**config.mk**
```make
export PLATFORM = sky130hd
export DESIGN_NAME = ccip_mmio_requester
export DESIGN_NICKNAME = d
export VERILOG_FILES = /design/src/rtl/ccip_mmio_requester.sv
export SDC_FILE = /design/constraint.sdc
export NUM_CORES = 1
export LEC_CHECK = 0
export ABC_AREA = 0
export CAP_MARGIN = 25
export CORE_MARGIN = 3
export CORE_UTILIZATION = 32
export CTS_CLUSTER_SIZE = 28
export DETAILED_ROUTE_END_ITERATION = 16
export PLACE_DENSITY = 0.61
export REMOVE_ABC_BUFFERS = 1
export SYNTH_ARGS = -nofsm -noshare
export SYNTH_HDL_FRONTEND = slang
export SYNTH_SLANG_ARGS = --single-unit
```
**constraint.sdc**
```tcl
create_clock -name pClk -period 2.9 [get_ports pClk]
set_input_delay 0.29 -clock pClk [delete_from_list [all_inputs] [get_ports pClk]]
set_output_delay 0.29 -clock pClk [all_outputs]
set_load 0.02 [all_outputs]
```
**src/rtl/ccip_mmio_requester.sv**
```systemverilog
`default_nettype none
// ============================================================================
// Module   : ccip_mmio_requester
// Brief    : Host-side CCI-P MMIO initiator. Issues one c0 MMIO read/write per
//            command and collects the tid-matched c2 read response.
// Revision : 1.0 - initial release
// ============================================================================
module ccip_mmio_requester #(
   parameter int TIMEOUT_CYCLES = 512,
   parameter int TID_W          = 9
) (
   input  logic             pClk,
   input  logic             pck_cp2af_softReset_n,
   input  logic             cmd_valid,
   output logic             cmd_ready,
   input  logic             cmd_write,
   input  logic [15:0]      cmd_addr,
   input  logic             cmd_len64,
   input  logic [63:0]      cmd_wdata,
   output logic             mmio_rd_valid,
   output logic             mmio_wr_valid,
   output logic [15:0]      mmio_hdr_address,
   output logic [1:0]       mmio_hdr_length,
   output logic [TID_W-1:0] mmio_hdr_tid,
   output logic [63:0]      mmio_wdata,
   input  logic             c2_rsp_valid,
   input  logic [TID_W-1:0] c2_rsp_tid,
   input  logic [63:0]      c2_rsp_data,
   output logic             rd_done,
   output logic [63:0]      rd_data,
   output logic             rd_timeout,
   output logic [15:0]      err_count
);

   localparam int               CNT_W          = (TIMEOUT_CYCLES > 2) ? $clog2(TIMEOUT_CYCLES) : 1;
   localparam logic [CNT_W-1:0] c_TIMEOUT_LAST = CNT_W'(TIMEOUT_CYCLES - 1);

   typedef enum logic [1:0] {
      ST_IDLE     = 2'd0,
      ST_ISSUE    = 2'd1,
      ST_WAIT_RSP = 2'd2
   } state_t;

   state_t           r_state;
   state_t           w_nextState;
   logic             r_started;
   logic             r_write;
   logic [15:0]      r_addr;
   logic             r_len64;
   logic [63:0]      r_wdata;
   logic [TID_W-1:0] r_tid;
   logic [TID_W-1:0] r_nextTid;
   logic [TID_W-1:0] r_expTid;
   logic [CNT_W-1:0] r_cnt;
   logic             r_rdDone;
   logic [63:0]      r_rdData;
   logic             r_rdTimeout;
   logic [15:0]      r_errCount;

   logic             w_accept;
   logic             w_match;
   logic             w_timeout;
   logic             w_unexpected;
   logic [63:0]      w_rspData;

   assign w_accept     = cmd_valid & cmd_ready;
   assign w_match      = (r_state == ST_WAIT_RSP) & c2_rsp_valid & (c2_rsp_tid == r_expTid);
   // A matching response in the final wait cycle takes priority over the timeout.
   assign w_timeout    = (r_state == ST_WAIT_RSP) & ~w_match & (r_cnt == c_TIMEOUT_LAST);
   assign w_unexpected = c2_rsp_valid & ~w_match;
   assign w_rspData    = r_len64 ? c2_rsp_data : {32'h0, c2_rsp_data[31:0]};

   always_ff @(posedge pClk or negedge pck_cp2af_softReset_n) begin
      if (!pck_cp2af_softReset_n) begin
         r_state <= ST_IDLE;
      end else begin
         r_state <= w_nextState;
      end
   end

   always_comb begin
      w_nextState   = r_state;
      cmd_ready     = 1'b0;
      mmio_rd_valid = 1'b0;
      mmio_wr_valid = 1'b0;
      case (r_state)
         ST_IDLE: begin
            cmd_ready = r_started;
            if (cmd_valid && r_started) begin
               w_nextState = ST_ISSUE;
            end
         end
         ST_ISSUE: begin
            mmio_rd_valid = ~r_write;
            mmio_wr_valid = r_write;
            w_nextState   = r_write ? ST_IDLE : ST_WAIT_RSP;
         end
         ST_WAIT_RSP: begin
            if (w_match || w_timeout) begin
               w_nextState = ST_IDLE;
            end
         end
         default: begin
            w_nextState = ST_IDLE;
         end
      endcase
   end

   // Counter starts at 0 in the issue cycle so the timeout lands TIMEOUT_CYCLES after it.
   always_ff @(posedge pClk or negedge pck_cp2af_softReset_n) begin
      if (!pck_cp2af_softReset_n) begin
         r_started   <= 1'b0;
         r_write     <= 1'b0;
         r_addr      <= '0;
         r_len64     <= 1'b0;
         r_wdata     <= '0;
         r_tid       <= '0;
         r_nextTid   <= '0;
         r_expTid    <= '0;
         r_cnt       <= '0;
         r_rdDone    <= 1'b0;
         r_rdData    <= '0;
         r_rdTimeout <= 1'b0;
         r_errCount  <= '0;
      end else begin
         r_started <= 1'b1;
         if (w_accept) begin
            r_write <= cmd_write;
            r_addr  <= cmd_addr;
            r_len64 <= cmd_len64;
            r_wdata <= cmd_len64 ? cmd_wdata : {32'h0, cmd_wdata[31:0]};
            r_tid   <= r_nextTid;
            r_cnt   <= '0;
         end else if (r_state != ST_IDLE) begin
            r_cnt <= r_cnt + 1'b1;
         end
         if (r_state == ST_ISSUE) begin
            r_nextTid <= r_nextTid + 1'b1;
            if (!r_write) begin
               r_expTid <= r_tid;
            end
         end
         r_rdDone    <= w_match | w_timeout;
         r_rdTimeout <= w_timeout;
         if (w_match) begin
            r_rdData <= w_rspData;
         end else if (w_timeout) begin
            r_rdData <= '0;
         end
         if (w_unexpected && (r_errCount != 16'hFFFF)) begin
            r_errCount <= r_errCount + 16'd1;
         end
      end
   end

   assign mmio_hdr_address = r_addr;
   assign mmio_hdr_length  = {1'b0, r_len64};
   assign mmio_hdr_tid     = r_tid;
   assign mmio_wdata       = r_wdata;
   assign rd_done          = r_rdDone;
   assign rd_data          = r_rdData;
   assign rd_timeout       = r_rdTimeout;
   assign err_count        = r_errCount;

endmodule
`default_nettype wire

```
; ---- Word level (Yosys, flattened, before mapping)
; Cells that the tools add are included.
[op_classes]
addsub = 3
n_mul = 0
n_div = 0
magnitude_cmp = 0
n_eq_ne = 7
n_shift = 0
muxes = 13
bitwise_logic = 9
n_reduce_logical = 9
[ops]
columns = cell, n
row1 = two-way mux 64 bit, 4
row2 = adder 9 x 1 -> 9 bit (second input constant), 2
row3 = two-way mux 9 bit, 2
row4 = adder 16 x 1 -> 16 bit (second input constant), 1
row5 = inequality test 16 bit (second input constant), 1
row6 = == test 9 bit, 1
row7 = == test 9 bit (second input constant), 1
row8 = AND 1 bit, 6
row9 = two-way mux 2 bit, 3
row10 = one-hot mux 2 bit (3 select lines), 1
row11 = nonzero test 2 bit, 3
row12 = AND reduction 2 bit, 2
row13 = two-way mux 1 bit, 3
row14 = == test 2 x 1 -> 1 bit (second input constant), 1
row15 = == test 2 bit (second input constant), 1
row16 = logical AND 1 bit, 2
row17 = logical NOT 2 bit, 1
row18 = inequality test 2 x 1 -> 1 bit (second input constant), 1
row19 = inequality test 2 bit (second input constant), 1
row20 = NOT 1 bit, 2
row21 = logical OR 1 bit, 1
row22 = OR 1 bit, 1
[totals]
register_bits = 203
latch_bits = 0
ramBits = 0
rom_bits = 0
input_bits = 159
output_inout_bits = 176
wordCells = 55
n_memories = 0

; ---- Longest topological paths before layout
[depth]
ltp_word = 9
mapped_depth = 9

; ---- Least setup slack after synthesis
; Ideal clock, no wire load.
[synth_path]
path_type = register to register
start = register r_state[0]
end = register r_errCount[1], in the netlist err_count[1]
setup_ps = 125
t_arrival_ps = 1747
path_slack_ps = 1027
path_stages_with_launch = 7
n_path_buf = 1
path_cell_list = dfrtp_1 and2b_1 nand2_1 or4_1 buf_2 and3_4 mux2_4
[synth_between]
elab_chain_len = 6
[synth_lines]
columns = element, line
row1 = from (decl), 44  ; state_t r_state;
row2 = from (signal assigned), 77  ; r_state <= w_nextState;
row3 = == test 2 bit, 67  ; assign w_match = (r_state == ST_WAIT_RSP) & c2_rsp_valid & (c2_rsp_tid == r_expTid);
row4 = AND 1 bit (2 in a row), 67
row5 = NOT 1 bit, 70  ; assign w_unexpected = c2_rsp_valid & ~w_match;
row6 = AND 1 bit, 70
row7 = logical AND 1 bit, 150  ; if (w_unexpected && (r_errCount != 16'hFFFF)) begin
row8 = to (signal assigned), 151  ; r_errCount <= r_errCount + 16'd1;
row9 = to (decl), 58  ; logic [15:0] r_errCount;
; Every way passes these cells.
; A chain may end at the register's enable or synchronous reset.

; ---- Worst setup path after layout
[layout_path]
start = register r_state[1]
end = output cmd_ready
[layout_between]
elab_chain_len = 2
[layout_lines]
columns = element, line
row1 = logical NOT 2 bit, 86  ; case (r_state)
row2 = two-way mux 1 bit, 86
row3 = to (decl), 15  ; output logic cmd_ready,
; Every way passes these cells.

==> out/qor.txt <==
WL per Instance: 16.3 um
iteration-0 DRC count of the detailed router: 464
Ports: 335
Period Utilization, post-route: 0.881
Cell Rows: 58
adder-cell area share of the yosys netlist: 0.00606
GRT Total Usage: 0.177
Die Wd: 167 um
Buf+Inv Stages, Crit Path: 1
Syn-to-layout area delta: 54.3%
H-tree levels: 1
HPWL Detailed: 17200 um
cell family contributing the most delay on the critical path: simple AND/OR/NAND/NOR gates
Fillers: 2374
antenna violations before repair: 0
most common cell in the netlist: nand2_1
Net Switching: 3.49 mW
final slew viol count: 0
crit path kind: flop to output port
via count: 7231
gpl congestion: 0.818
Worst Setup Start Kind: flop
Bufs on Longest Clock Path: 3
worst hold slack: 0.305 ns
Num CTS Buffers: 25
fraction of the mapped netlist area in compound gates: 0.00712
cell-internal power: 6.94 mW
XOR/XNOR share of the synthesized area: 0.0339
register share of total power: 0.386
post-synthesis mux area share: 0.0179
clk root buf: clkbuf_16
final hold vios: 0
RSZ-0062 raised after global routing: false
clock-pin transition on the worst setup and hold timing paths: 0.06 ns
leak pwr: 6.14 nW
TritonCTS clock tree: yes
CP peak stage delay: 0.64 ns
Final setup viols: 0
peak fanout along the critical path: 9
Avg Cell Area, Syn: 9.42 um2
NumNets Final: 1359
Die Y-Extent: 167 um
cell chain of the critical path: nor2_1, and2_1, clkdlybuf4s50_1
Slowest-stage cell, CP: clkdlybuf4s50_1
vias in the first global route: 7425
FF/Latch Area: 5080 um2
Top FF cell, synth: dfrtp_1
worst min-delay path class: input pin to flop
Slew @ Worst Pin: 0.758 ns
post-synthesis sequential area ratio: 0.615
flops & latches, synth: 203
clock sinks: 203
Slew HR: 0.495
Comb pwr share: 0.332
Via density: 4.69
Initial Util: 0.327
peak supply drop: 0.741 mV
core area: 25300 um2
first-pass GRT wire length: 40900 um
Max-cap violations: 0
die area: 27800 um2
multi-input logic area: 2950 um2
Synth top cells by count: nand2_1 (358), dfrtp_1 (203), nand3_1 (146)
final setup margin: 0.345 ns
Critical Path RT: 2.61 ns
DRC: 0
DRT Wirelength: 25200 um
Place WS: 0.234 ns
Arr. time, crit path: 2.27 ns
Achievable Freq: 391 MHz
largest family of logic cells by synthesized area: simple AND/OR/NAND/NOR gates
post-synth top area share: 0.615
largest net degree at the start of global routing: 76
gate count of the mapped netlist: 877
Synth cell types: 34
Port Buffers: 333
area leader, netlist: dfrtp_1
status: finished clean
clk_lat worst skew: 0.51 ns
Fin Clk Skew: 0.0134 ns
Final Util: 0.505
Clk pwr share: 0.282
crit end category: output port
Switching Fraction: 0.335
Post-synth EDFFs: 0
TritonRoute pass-1 iters: 6
async set-reset flop share out of synthesis: 1.00
final antenna-violating net count: 0
top post-synthesis cells by area: dfrtp_1 (62%), nand2_1 (16%), nand3_1 (8.8%)
Tot Pwr: 10.4 mW
CTS resizes: 0
antenna cells: 0
Post-Synth Simple-Gate Area: 0.289
power per cell area: 818 nW/um2
Tmin final: 2.56 ns
Yosys warnings: 0
global route total overflow: 0
Netlist Area Pre-Place: 8260 um2
ratio of cells with drive above 1 in the final layout: 0.0585
-- layout by cell type (no fill, tap or decap), types with 2 or more instances in the layout --
cell type / n
dfrtp_1: 203
nor3_1: 2
and2_1: 2
mux2_2: 10
nand2_1: 356
nor2b_1: 2
xor2_1: 14
and3_1: 9
nand4_1: 8
nor2_1: 8
clkbuf_1: 9
clkbuf_16: 25
ha_1: 4
a21oi_1: 4
conb_1: 2
mux2i_1: 2
clkdlybuf4s50_1: 332
nand3_1: 146
nor4_1: 6
buf_12: 5
clkinv_2: 4
o21ai_0: 6
and4_1: 3
buf_4: 10
clkbuf_8: 5
or3_1: 2
xnor2_1: 18
-- stage by stage --
step,TNS [ns],cell area [um2],std cells
floorplan,-357.39,8020,820
global placement,0,12000,1498
detailed placement,0,12000,1498
CTS,0,12700,1543
global route,0,12700,1543
finish,0,12700,1543
-- power groups by stage --
stage | sequential [mW] | combinational, mW | clock [mW]
CTS | 4.04 | 3.52 | 3.06
global route | 4.13 | 3.77 | 3.16
global placement | 4.04 | 3.48 | 0
finish | 4.03 | 3.46 | 2.94
detailed placement | 4.06 | 3.51 | 0
floorplan | 4.79 | 0.817 | 0
-- per-layer routing --
metal  up-vias  wire, um  track usage
met1      3420     10600        0.230
met2       297     11600        0.287
met4         0       452       0.0337
li1       3485         -            -
met5         -         0            0
met3        29      2480       0.0646
-- cells by family after synthesis --
logic type                 count (synthesis)
AOI/OAI and AO/OA                         11
xor gates and xnor gates                  32
adders and majority gates                  4
buffers and inverters                     59
DFF                                      203
muxes                                     13
other                                      2
and+or+nand+nor                          553
-- sequential cells by signal, indices dropped and copies added (netlist names), 9 cells and up --
register and count:
err_count 16, r_cnt 9, mmio_hdr_tid 9, rd_data 64, mmio_wdata 64, mmio_hdr_address 16, r_expTid 9, r_nextTid 9
-- timing repair --
item | in CTS | in global routing
hold buffers | 1 | 0
endpoints found under the hold margin | 69 | 0
setup buffers | 0 | 0
-- worst min-delay path: stages --
cell             delay (ns)
clkdlybuf4s50_1        0.39
nand2_1                0.05
nand2_1                0.04
-- path summary, 6_finish.rpt --
check                                 startpoint                  end  slack (ns)  cells after the start
hold / removal                       cmd_addr[0]  mmio_hdr_address[0]        0.30                      3
max in group asynchronous  pck_cp2af_softReset_n       mmio_wdata[20]        1.76                      3
hold reg to reg                   mmio_wdata[46]       mmio_wdata[46]        0.46                      2
min in group asynchronous  pck_cp2af_softReset_n          rd_data[11]        0.37                      2
setup reg to reg                     r_expTid[5]        err_count[15]        0.57                      6
setup / recovery                      r_state[1]            cmd_ready        0.34                      3
-- final cells by class --
cell class | instances | area share
Clock inverter | 6 | 0.00462
Timing Repair Buffer | 349 | 0.276
Clock buffer | 38 | 0.0561
Multi-Input combinational cell | 615 | 0.231
Tap cell | 330 | 0.0324
Inverter | 2 | 0.000589
Sequential cell | 203 | 0.399
(Power assumes the default switching activity.)
